--- config.mk ---
export PLATFORM = sky130hd
export DESIGN_NAME = bcd_display_mux
export DESIGN_NICKNAME = d
export VERILOG_FILES = /design/src/rtl/bcd_disp_pkg.sv /design/src/rtl/seg7_decode.sv /design/src/rtl/bcd_display_mux.sv
export SDC_FILE = /design/constraint.sdc
export NUM_CORES = 1
export LEC_CHECK = 0
export ABC_AREA = 1
export CORE_UTILIZATION = 30
export CTS_BUF_LIST = sky130_fd_sc_hd__clkbuf_16
export DETAILED_ROUTE_END_ITERATION = 8
export PLACE_DENSITY = 0.57
export SLEW_MARGIN = 25
export SYNTH_ARGS = -nofsm -noshare
export SYNTH_HDL_FRONTEND = slang
export SYNTH_SLANG_ARGS = --single-unit
--- constraint.sdc ---
create_clock -name clk -period 2.88 [get_ports clk]
set_input_delay 0.576 -clock clk [delete_from_list [all_inputs] [get_ports clk]]
set_output_delay 0.576 -clock clk [all_outputs]
set_load 0.02 [all_outputs]
--- src/rtl/bcd_disp_pkg.sv ---
// rtl/bcd_disp_pkg.sv - shared constants, scan-state encoding and segment patterns
package bcd_disp_pkg;

  localparam int NUM_DIGITS = 4;

  typedef enum logic [1:0] {
    SCAN0 = 2'd0,
    SCAN1 = 2'd1,
    SCAN2 = 2'd2,
    SCAN3 = 2'd3
  } scan_state_t;

  // Active-low segments, bit order {g,f,e,d,c,b,a}
  localparam logic [6:0] SEG_0     = 7'b1000000;
  localparam logic [6:0] SEG_1     = 7'b1111001;
  localparam logic [6:0] SEG_2     = 7'b0100100;
  localparam logic [6:0] SEG_3     = 7'b0110000;
  localparam logic [6:0] SEG_4     = 7'b0011001;
  localparam logic [6:0] SEG_5     = 7'b0010010;
  localparam logic [6:0] SEG_6     = 7'b0000010;
  localparam logic [6:0] SEG_7     = 7'b1111000;
  localparam logic [6:0] SEG_8     = 7'b0000000;
  localparam logic [6:0] SEG_9     = 7'b0010000;
  localparam logic [6:0] SEG_DASH  = 7'b0111111;
  localparam logic [6:0] SEG_BLANK = 7'b1111111;

endpackage

--- src/rtl/seg7_decode.sv ---
// rtl/seg7_decode.sv - combinational BCD digit to active-low 7-segment decoder
module seg7_decode
  import bcd_disp_pkg::*;
(
  input  logic [3:0] digit,
  output logic [6:0] seg
);

  always_comb begin
    seg = SEG_DASH;
    case (digit)
      4'd0:    seg = SEG_0;
      4'd1:    seg = SEG_1;
      4'd2:    seg = SEG_2;
      4'd3:    seg = SEG_3;
      4'd4:    seg = SEG_4;
      4'd5:    seg = SEG_5;
      4'd6:    seg = SEG_6;
      4'd7:    seg = SEG_7;
      4'd8:    seg = SEG_8;
      4'd9:    seg = SEG_9;
      default: seg = SEG_DASH;
    endcase
  end

endmodule

--- src/rtl/bcd_display_mux.sv ---
// rtl/bcd_display_mux.sv - four-digit multiplexed 7-segment driver with conversion pacing
module bcd_display_mux
  import bcd_disp_pkg::*;
#(
  parameter int REFRESH_DIV = 100000,
  parameter int UPDATE_DIV  = 10000000,
  parameter int BLANK_LZ    = 1
) (
  input  logic        clk,
  input  logic        reset,
  input  logic [15:0] bcd_in,
  input  logic        rdy,
  output logic        conv_en,
  output logic [3:0]  an,
  output logic [6:0]  seg,
  output logic        dp
);

  localparam int RW = $clog2(REFRESH_DIV);
  localparam int UW = $clog2(UPDATE_DIV);
  localparam logic [RW-1:0] REFRESH_LAST = RW'(REFRESH_DIV - 1);
  localparam logic [UW-1:0] UPDATE_LAST  = UW'(UPDATE_DIV - 1);

  logic [15:0]           held;
  logic [RW-1:0]         refresh_cnt;
  logic [UW-1:0]         update_cnt;
  logic [UW-1:0]         update_next;
  logic                  refresh_tc;
  scan_state_t           state;
  scan_state_t           next_state;
  logic [3:0]            cur_digit;
  logic [6:0]            dec_seg;
  logic [NUM_DIGITS-1:0] nonzero;
  logic [NUM_DIGITS-1:0] blank_vec;
  logic                  slot_blank;
  logic                  lz_en;

  assign lz_en       = (BLANK_LZ != 0);
  assign refresh_tc  = (refresh_cnt == REFRESH_LAST);
  assign update_next = (update_cnt == UPDATE_LAST) ? '0 : update_cnt + UW'(1);
  assign dp          = 1'b1;

  always_ff @(posedge clk) begin
    if (!reset) begin
      held        <= 16'h0000;
      refresh_cnt <= '0;
      update_cnt  <= '0;
      conv_en     <= 1'b0;
    end else begin
      if (rdy) held <= bcd_in;
      refresh_cnt <= refresh_tc ? '0 : refresh_cnt + RW'(1);
      update_cnt  <= update_next;
      // Registered so the pulse lines up with the cycle the counter sits at terminal count
      conv_en     <= (update_next == UPDATE_LAST);
    end
  end

  always_ff @(posedge clk) begin
    if (!reset) state <= SCAN0;
    else        state <= next_state;
  end

  always_comb begin
    next_state = state;
    if (refresh_tc) begin
      case (state)
        SCAN0:   next_state = SCAN1;
        SCAN1:   next_state = SCAN2;
        SCAN2:   next_state = SCAN3;
        SCAN3:   next_state = SCAN0;
        default: next_state = SCAN0;
      endcase
    end
  end

  always_comb begin
    cur_digit = held[3:0];
    case (state)
      SCAN0:   cur_digit = held[3:0];
      SCAN1:   cur_digit = held[7:4];
      SCAN2:   cur_digit = held[11:8];
      SCAN3:   cur_digit = held[15:12];
      default: cur_digit = held[3:0];
    endcase
  end

  // A digit is blanked only when it and every digit above it are zero; 10-15 count as nonzero
  always_comb begin
    nonzero   = '0;
    blank_vec = '0;
    for (int i = 0; i < NUM_DIGITS; i++) nonzero[i] = |held[i*4 +: 4];
    blank_vec[1] = lz_en && !(nonzero[3] || nonzero[2] || nonzero[1]);
    blank_vec[2] = lz_en && !(nonzero[3] || nonzero[2]);
    blank_vec[3] = lz_en && !nonzero[3];
  end

  assign slot_blank = blank_vec[state];

  seg7_decode u_decode (
    .digit (cur_digit),
    .seg   (dec_seg)
  );

  always_ff @(posedge clk) begin
    if (!reset) begin
      an  <= 4'b1111;
      seg <= SEG_BLANK;
    end else if (slot_blank) begin
      an  <= 4'b1111;
      seg <= SEG_BLANK;
    end else begin
      an  <= ~(4'b0001 << state);
      seg <= dec_seg;
    end
  end

endmodule

==> impl_metrics.tcl, run 1 <==
set metrics [dict create \
    fmaxAchievable_ghz 0.438 \
    post_cts_buffers 0 \
    synth_area_um2 3500 \
    htreeDepth 3 \
    ctsHoldBuffers 0 \
    grt.met2_usage_pct 23.8 \
    syn_to_final_growth_pct 22.3 \
    period_share_pct 79.2 \
    multi_input_area_um2 1840 \
    regArea_um2 1420 \
    min_path_type "reg2reg" \
    synth_nets 549 \
    coreArea_um2 11400 \
    vias 3218 \
    worstMarginPinSlew_ps 500 \
    syn_avg_cell_area_um2 6.76 \
    slew-limit-headroom_pct 66.6 \
    antenna_left 0 \
    slew_viol_final 0 \
    portBuffers 30 \
    cts.path.max_buffers 2 \
    num_rows 39 \
    drtIter0Drc 194 \
    cts-buffers-inserted 9 \
    synth_top_area_share_pct 40.6 \
    first_global_vias 3044 \
    dieArea_um2 12100 \
    yosysSeqAreaShare_pct 40.6 \
    path_clk_slew_ps 60 \
    routed_wl_um 7890 \
    cp_max_fo 7 \
    cp.required_ps 3090 \
    cp-start-kind "register" \
    place_hpwl_um 5980 \
    drive_gt1_share_pct 5.72 \
    routabilityCongestion 0.887 \
    ys_warn_count 0 \
    rsz0062_at_grt "no" \
    synthDistinctLibCells 33 \
    io_pins 32 \
    drtPass1Iterations 4 \
    diodes 0 \
    initial_core_util_pct 30.7 \
    netlist_instances 518 \
    synthTopCellsByArea "dfxtp_1, nand2_1, nor2_1" \
    synth_flop_cell "dfxtp_1" \
    maxCapViolations 0 \
    clk_latency_ps 330 \
    total_power_w 0.00237 \
    routed_via_density 4.58 \
    cts_tree "yes" \
    gr-usage-met1_pct 18.6 \
    grt_usage_pct 14.7 \
    cts_resized 0 \
    period_needed_ps 2280 \
    cts.sinks 71 \
    finalSetupTns_ps 0 \
    arrival_ps 2490 \
    root_buffer "clkbuf_16" \
    path_class "reg2reg" \
    drc 0 \
    nets 585 \
    busiest_layer "met2" \
    antenna_found_initial 0 \
    met3_usage_pct 3.76 \
    finalSetupViolCount 0 \
    yosys.area.top_type "dfxtp_1" \
    yosys-top-cells-count "nand2_1, nor2_1, dfxtp_1" \
    die_h_um 110 \
    finalClockSkew_ps 7.26 \
    synth_edf_count 0 \
    power.density_nw_per_um2 553 \
    synth_seq_cells 71 \
    leakagePower_nw 1.68 \
    n_fill_cell 1212 \
    async_flop_share_pct 0 \
    grt_overflow 0 \
    wl_per_cell_um 11.2 \
    finalHoldViolCount 0 \
    grt_start_max_net_pins 19 \
    status "completed" \
    synth.most_common_cell "nand2_1" \
    grt_pass1_wl_um 13700 \
    ir_worst_vdd_mv 0.319 \
    cp-end-kind "register" \
    fp.dieW_um 110 \
]
[sequential cells by signal (all words and copies together), names as in the netlist]
signal / cells
state: 2
seg: 7
refresh_cnt: 17
held: 16
update_cnt: 24
conv_en: 1
an: 4
[cell type report]
cell class	instances	share of cell area, %
Multi-Input combinational cell	385	43.0
Tap cell	143	4.18
Sequential cell	71	33.2
Clock inverter	7	2.05
Inverter	54	4.74
Timing Repair Buffer	33	7.54
Clock buffer	9	5.26
[worst paths after layout]
kind / start / to / slack [ps] / cells after the start
max: state[0] / seg[5] / 600 / 10
min: update_cnt[0] / update_cnt[0] / 440 / 1
max reg2reg: state[0] / seg[5] / 600 / 10
min reg2reg: update_cnt[0] / update_cnt[0] / 440 / 1
[per-layer routing]
metal	wire, um	share of wire (%)
met1	3800	48
met2	3580	45
met3	379	4.8
met4	135	1.7
met5	0	0
[kinds of logic (layout without fill, tap and decap cells)]
logic type / count (synthesis) / after routing / synth area share, %
AO/OA/AOI/OAI: 52 / 52 / 7.97
XOR/XNOR: 9 / 9 / 2.25
adder cells (fa/ha/maj): 12 / 12 / 4.29
buffers and inverters: 62 / 103 / 6.79
flip-flops: 71 / 71 / 40.6
other: 1 / 1 / 0.107
AND/OR/NAND/NOR: 311 / 311 / 38.0
[cells in the final DEF (no fill, tap or decap), drive strengths merged, types with 2 or more instances in the layout]
master,Yosys,final
o21ai,29,29
nand3,36,36
xnor2,4,4
or2,4,4
dfxtp,71,71
clkdlybuf4s50,0,30
clkbuf,6,9
inv,52,54
buf,2,3
nand2,132,132
o22ai,4,4
xor2,5,5
clkinv,2,4
nand4,10,10
a21oi,14,14
ha,12,12
bufinv,0,2
nor2,112,112
nor3,12,12
[worst max-delay path, cell delays in order, from the launching register on]
cell     delay (ps)
dfxtp_1         370
inv_1           120
ha_1            250
inv_1           160
nand2_1          70
o22ai_1         350
inv_1           160
ha_1            220
or2_2           300
nand3_1          90
nand3_1          70
[power by group]
group | internal, W | total, W | switching [W]
sequential | 0.00102 | 0.00104 | 0.0000193
combinational | 0.0000733 | 0.000158 | 0.0000847
clock | 0.000752 | 0.00117 | 0.000422
total | 0.00184 | 0.00237 | 0.000526
[per-stage QoR]
step                      setup slack, ps  std cells  utilization, %  hold slack (ps)  cell area, um2
after detailed placement              560        686            34.7              438            3970
after global placement                615        686            34.7              431            3970
after floorplan                       811        518               -              417            3500
after CTS                             574        702            37.5              446            4280
after global routing                  354        702            37.5              467            4280
final                                 599        702            37.5              444            4280
No activity file was read; power rests on OpenSTA's default activity.
==> run 2, diff against run 1 <==
--- a/config.mk
+++ b/config.mk
@@ -9,7 +9,7 @@
 export CORE_UTILIZATION = 30
 export CTS_BUF_LIST = sky130_fd_sc_hd__clkbuf_16
 export DETAILED_ROUTE_END_ITERATION = 8
-export PLACE_DENSITY = 0.57
+export PLACE_DENSITY = 0.59
 export SLEW_MARGIN = 25
 export SYNTH_ARGS = -nofsm -noshare
 export SYNTH_HDL_FRONTEND = slang
==> constraint.sdc (replaced) <==
create_clock -name clk -period 1.9 [get_ports clk]
set_input_delay 0.38 -clock clk [delete_from_list [all_inputs] [get_ports clk]]
set_output_delay 0.38 -clock clk [all_outputs]
set_load 0.02 [all_outputs]
==> run 2 against run 1 <==
Compared with the run above:
- count of clock-buffer cells in the layout did not move
- sequential power rose by 51%
- final area rose by 5.0%
- final cell count rose by 2.6%
- clock power rose by 51%
- largest power group unchanged
==> impl_metrics.tcl, run 2 (synthesis results as in run 1) <==
set metrics [dict create \
    cp.required_ps 2110 \
    arrival_ps 2000 \
    wl_per_cell_um 11.4 \
    grt_overflow 0 \
    drtPass1Iterations 4 \
    cts_tree "yes" \
    coreArea_um2 11400 \
    grt_usage_pct 15.0 \
    drive_gt1_share_pct 11.6 \
    diodes 0 \
    portBuffers 30 \
    max_stage_delay_ps 330 \
    routabilityCongestion 0.879 \
    fp.dieW_um 110 \
    num_rows 39 \
    htreeDepth 3 \
    cp_max_fo 6 \
    n_fill_cell 1201 \
    top_layer_used "met4" \
    swShare_pct 22.1 \
    power.internal_w 0.00281 \
    grt_pass1_wl_um 13900 \
    drc 0 \
    fin_ws_ps 116 \
    cts.path.max_buffers 2 \
    routed_via_density 4.62 \
    period_share_pct 93.9 \
    finalClockSkew_ps 5.83 \
    slew_viol_final 0 \
    initial_core_util_pct 30.7 \
    status "completed" \
    place_hpwl_um 6260 \
    cp-start-kind "register" \
    p_switching_w 0.000794 \
    nets 603 \
    cts-buffers-inserted 9 \
    dp_slack_ps 19.1 \
    finalSetupTns_ps 0 \
    slowest_stage "dfxtp_2" \
    path_class "reg2reg" \
    period_needed_ps 1780 \
    path_clk_slew_ps 50 \
    dieArea_um2 12100 \
    route.met2.wl_um 3860 \
    worstPathCellList "inv_2, ha_4, inv_4, buf_4, o22ai_4, inv_1, ha_1, or2_2, nand3_1, nand3_1" \
    rsz0062_at_grt "no" \
    top_regs "update_cnt (24), refresh_cnt (17), held (16)" \
    cp-end-kind "register" \
    regMostFlops "update_cnt" \
    clk_latency_ps 330 \
    ir_worst_vdd_mv 0.466 \
    pwr-share-clk_pct 49.1 \
    cts.sinks 71 \
    grt_start_max_net_pins 21 \
    antenna_found_initial 0 \
    die_h_um 110 \
    root_buffer "clkbuf_16" \
    drtIter0Drc 163 \
    syn_to_final_growth_pct 28.4 \
    finalHoldViolCount 0 \
    wl_met3_um 233 \
    routed_wl_um 8190 \
    final_cell_mix "nand2_1, nor2_1, dfxtp_1" \
    pwr-share-seq_pct 43.6 \
    power.density_nw_per_um2 801 \
    io_pins 32 \
    final_common_cell "nand2_1" \
    cp_common_cell "nand3_1" \
    min_path_type "reg2reg" \
    first_global_vias 3078 \
    antenna_left 0 \
    largest_reg_flops 24 \
    vias 3328 \
    maxCapViolations 0 \
    leakagePower_nw 1.77 \
    fmaxAchievable_ghz 0.561 \
    met1Wirelength_um 3940 \
    comb_power_share_pct 7.3 \
    finalSetupViolCount 0 \
    ctsHoldBuffers 0 \
]
[run 2: cell count changes in the layout (fill, tap and decap cells not counted), sizes merged]
cell	previous run	this run
buf	3	21
clkinv	4	6
inv	54	52
[run 2: layout make-up]
class | instances | area (um2) | share of cell area (%)
Tap cell | 143 | 179 | 3.98
Clock buffer | 9 | 225 | 5.01
Inverter | 54 | 208 | 4.62
Multi-Input combinational cell | 385 | 1910 | 42.5
Clock inverter | 7 | 87.6 | 1.95
Timing Repair Buffer | 51 | 458 | 10.2
Sequential cell | 71 | 1430 | 31.7
[run 2: final timing paths]
check | slack (ps) | endpoint | startpoint | cells after the start
worst min register to register | 450 | update_cnt[0] | update_cnt[0] | 1
worst max register to register | 120 | seg[5] | state[1] | 10
worst min-delay path | 450 | update_cnt[0] | update_cnt[0] | 1
worst max-delay path | 120 | seg[5] | state[1] | 10
[run 2: metrics by stage]
stage | power [W] | cells | utilization (%) | instance area, um2 | hold slack (ps)
2_1_floorplan | 0.00174 | 518 | - | 3520 | 417
3_3_place_gp | 0.00186 | 702 | 35.9 | 4100 | 431
3_5_place_dp | 0.00186 | 702 | 35.9 | 4100 | 447
4_1_cts | 0.00364 | 718 | 38.7 | 4420 | 459
5_1_grt | 0.00375 | 720 | 39.4 | 4500 | 495
6_report | 0.00360 | 720 | 39.4 | 4500 | 452
[run 2: layer usage]
metal / global-route usage, % / vias up
met3: 3.88 / 14
met1: 17.9 / 1519
met2: 25.5 / 34
met4: 6.00 / 0
li1: - / 1761
met5: 0 / -
[run 2: timing repair]
item | 4_1_cts | 5_1_grt
gates resized for setup | 0 | 20
endpoints found under the setup margin | 0 | 7
buffers inserted | 0 | 2
[run 2: critical path, delay by kind of cell (launching register included)]
family,cells,cell delay [ps]
fa+ha+maj,2,350
flops,1,330
buf+inv,4,360
simple gates,3,460
compound gates,1,160
[run 2: power by group through the flow]
stage / Combinational [W] / Sequential, W / Clock [W]
global route: 0.000300 / 0.00158 / 0.00188
floorplan: 0.000122 / 0.00161 / 0
CTS: 0.000259 / 0.00157 / 0.00181
global placement: 0.000256 / 0.00160 / 0
detailed placement: 0.000258 / 0.00160 / 0
finish: 0.000263 / 0.00157 / 0.00177
==> run 3, diff against run 2 <==
--- a/config.mk
+++ b/config.mk
@@ -9,7 +9,7 @@
 export CORE_UTILIZATION = 30
 export CTS_BUF_LIST = sky130_fd_sc_hd__clkbuf_16
 export DETAILED_ROUTE_END_ITERATION = 8
-export PLACE_DENSITY = 0.59
+export PLACE_DENSITY = 0.5
 export SLEW_MARGIN = 25
 export SYNTH_ARGS = -nofsm -noshare
 export SYNTH_HDL_FRONTEND = slang
==> run 3 against run 2 <==
Compared with the run above:
- via count up 0.30%
- sequential cell count did not move
- critical path depth is the same
- critical endpoint is now seg[3]
- first-iteration DRC count up 4.9%
==> impl_metrics.tcl, run 3 (synthesis results as in run 1) <==
set metrics [dict create \
    cts-buffers-inserted 9 \
    drtPass1Iterations 4 \
    leakagePower_nw 1.76 \
    coreArea_um2 11400 \
    crit_family "simple AND/OR/NAND/NOR gates" \
    ctsHoldBuffers 0 \
    portBuffers 30 \
    grt_usage_pct 15.1 \
    period_share_pct 94.9 \
    fmaxAchievable_ghz 0.555 \
    wl_per_cell_um 11.7 \
    slew_viol_final 0 \
    regMostFlops "update_cnt" \
    die_h_um 110 \
    power.density_nw_per_um2 775 \
    clk_latency_ps 330 \
    reg2reg_to "seg[3]" \
    htreeDepth 3 \
    min_path_type "reg2reg" \
    top_regs "update_cnt (24), refresh_cnt (17), held (16)" \
    cp_num_buf_inv 2 \
    routed_wl_um 8420 \
    drtIter0Drc 171 \
    nets 604 \
    finalClockSkew_ps 8.89 \
    dieArea_um2 12100 \
    final_cell_mix "nand2_1, nor2_1, dfxtp_1" \
    rr_worst_depth 10 \
    fp.dieW_um 110 \
    worstPathCellList "inv_2, ha_2, nand2_1, nand2_1, o22ai_2, inv_2, ha_1, or2_2, nand3_1, nand3_1" \
    cp.required_ps 2110 \
    cts.path.max_buffers 2 \
    cts_tree "yes" \
    place_hpwl_um 6570 \
    timing.critical_path.to "seg[3]" \
    period_needed_ps 1800 \
    antenna_found_initial 0 \
    n_fill_cell 1234 \
    routabilityCongestion 0.850 \
    maxCapViolations 0 \
    path_clk_slew_ps 60 \
    first_global_vias 3145 \
    grt_pass1_wl_um 14000 \
    initial_core_util_pct 30.7 \
    cts.sinks 71 \
    grt_start_max_net_pins 18 \
    max_stage_delay_ps 360 \
    finalHoldViolCount 0 \
    finalSetupTns_ps 0 \
    finalSetupViolCount 0 \
    route.met2.wl_um 4060 \
    total_power_w 0.00346 \
    drc 0 \
    syn_to_final_growth_pct 27.3 \
    drive_gt1_share_pct 11.6 \
    num_rows 39 \
    rsz0062_at_grt "yes" \
    rr_startpoint "state[1]" \
    top_layer_used "met4" \
    routed_via_density 4.63 \
    wl_met3_um 284 \
    vias 3338 \
    slowest_stage "dfxtp_4" \
    cp_max_fo 4 \
    arrival_ps 2010 \
    path_class "reg2reg" \
    largest_reg_flops 24 \
    ir_worst_vdd_mv 0.477 \
    r2r_slack_ps 100 \
    status "completed" \
    multi_input_area_um2 1890 \
    cp-start-kind "register" \
    io_pins 32 \
    root_buffer "clkbuf_16" \
    regArea_um2 1430 \
    cp-end-kind "register" \
    diodes 0 \
    antenna_left 0 \
    met1Wirelength_um 3890 \
    crit_start "state[1]" \
    final_common_cell "nand2_1" \
    cp.depth 10 \
    grt_overflow 0 \
]
run 3: cell types whose count changed in the layout (fill, tap and decap cells not counted), moves of 2 or more:
cell,before,now
clkinv_1,5,3
o21ai_2,2,0
clkinv_2,0,3
o21ai_1,0,2
run 3: report_power, final:
group	switching, W	internal [W]
sequential	0.0000314	0.00154
clock	0.000627	0.00100
combinational	0.000132	0.000126
run 3: timing repair:
item | in CTS | in global routing
endpoints found under the setup margin | 1 | 11
cloned | 0 | 0
pin swaps | 0 | 3
buffers inserted | 1 | 2
resized for setup | 0 | 16
run 3: area by class of cell:
class | count | share of cell area (%)
multi-input cells | 385 | 42.3
flip-flops and latches | 71 | 32.1
repair buffers | 52 | 10.4
clock buffers | 9 | 5.05
inverters | 54 | 4.66
well taps | 143 | 4.01
clock inverters | 7 | 1.43
run 3: worst min-delay path by stage:
stage / startpoint / end / slack [ps] / depth (start not counted)
2_1_floorplan: update_cnt[0] / update_cnt[0] / 420 / 1
3_3_place_gp: update_cnt[0] / update_cnt[0] / 430 / 1
3_5_place_dp: update_cnt[0] / update_cnt[0] / 440 / 1
4_1_cts: update_cnt[0] / update_cnt[0] / 440 / 1
5_1_grt: update_cnt[0] / update_cnt[0] / 480 / 1
6_report: update_cnt[0] / update_cnt[0] / 440 / 1
run 3: layer usage:
layer  vias up  track usage, %
met3        17            3.64
met5         -               0
met4         0            6.86
met2        49            25.4
li1       1764               -
met1      1508            18.0
run 3: metrics by stage:
step                instances  util (%)  setup WS, ps  hold slack (ps)  area (um2)
floorplan                 518         -          6.38              417        3520
global placement          702      35.9          62.5              433        4100
detailed placement        702      35.9          16.6              437        4100
CTS                       719      38.5          4.39              445        4400
global route              721      39.0         -14.8              482        4460
finish                    721      39.0          97.0              444        4460
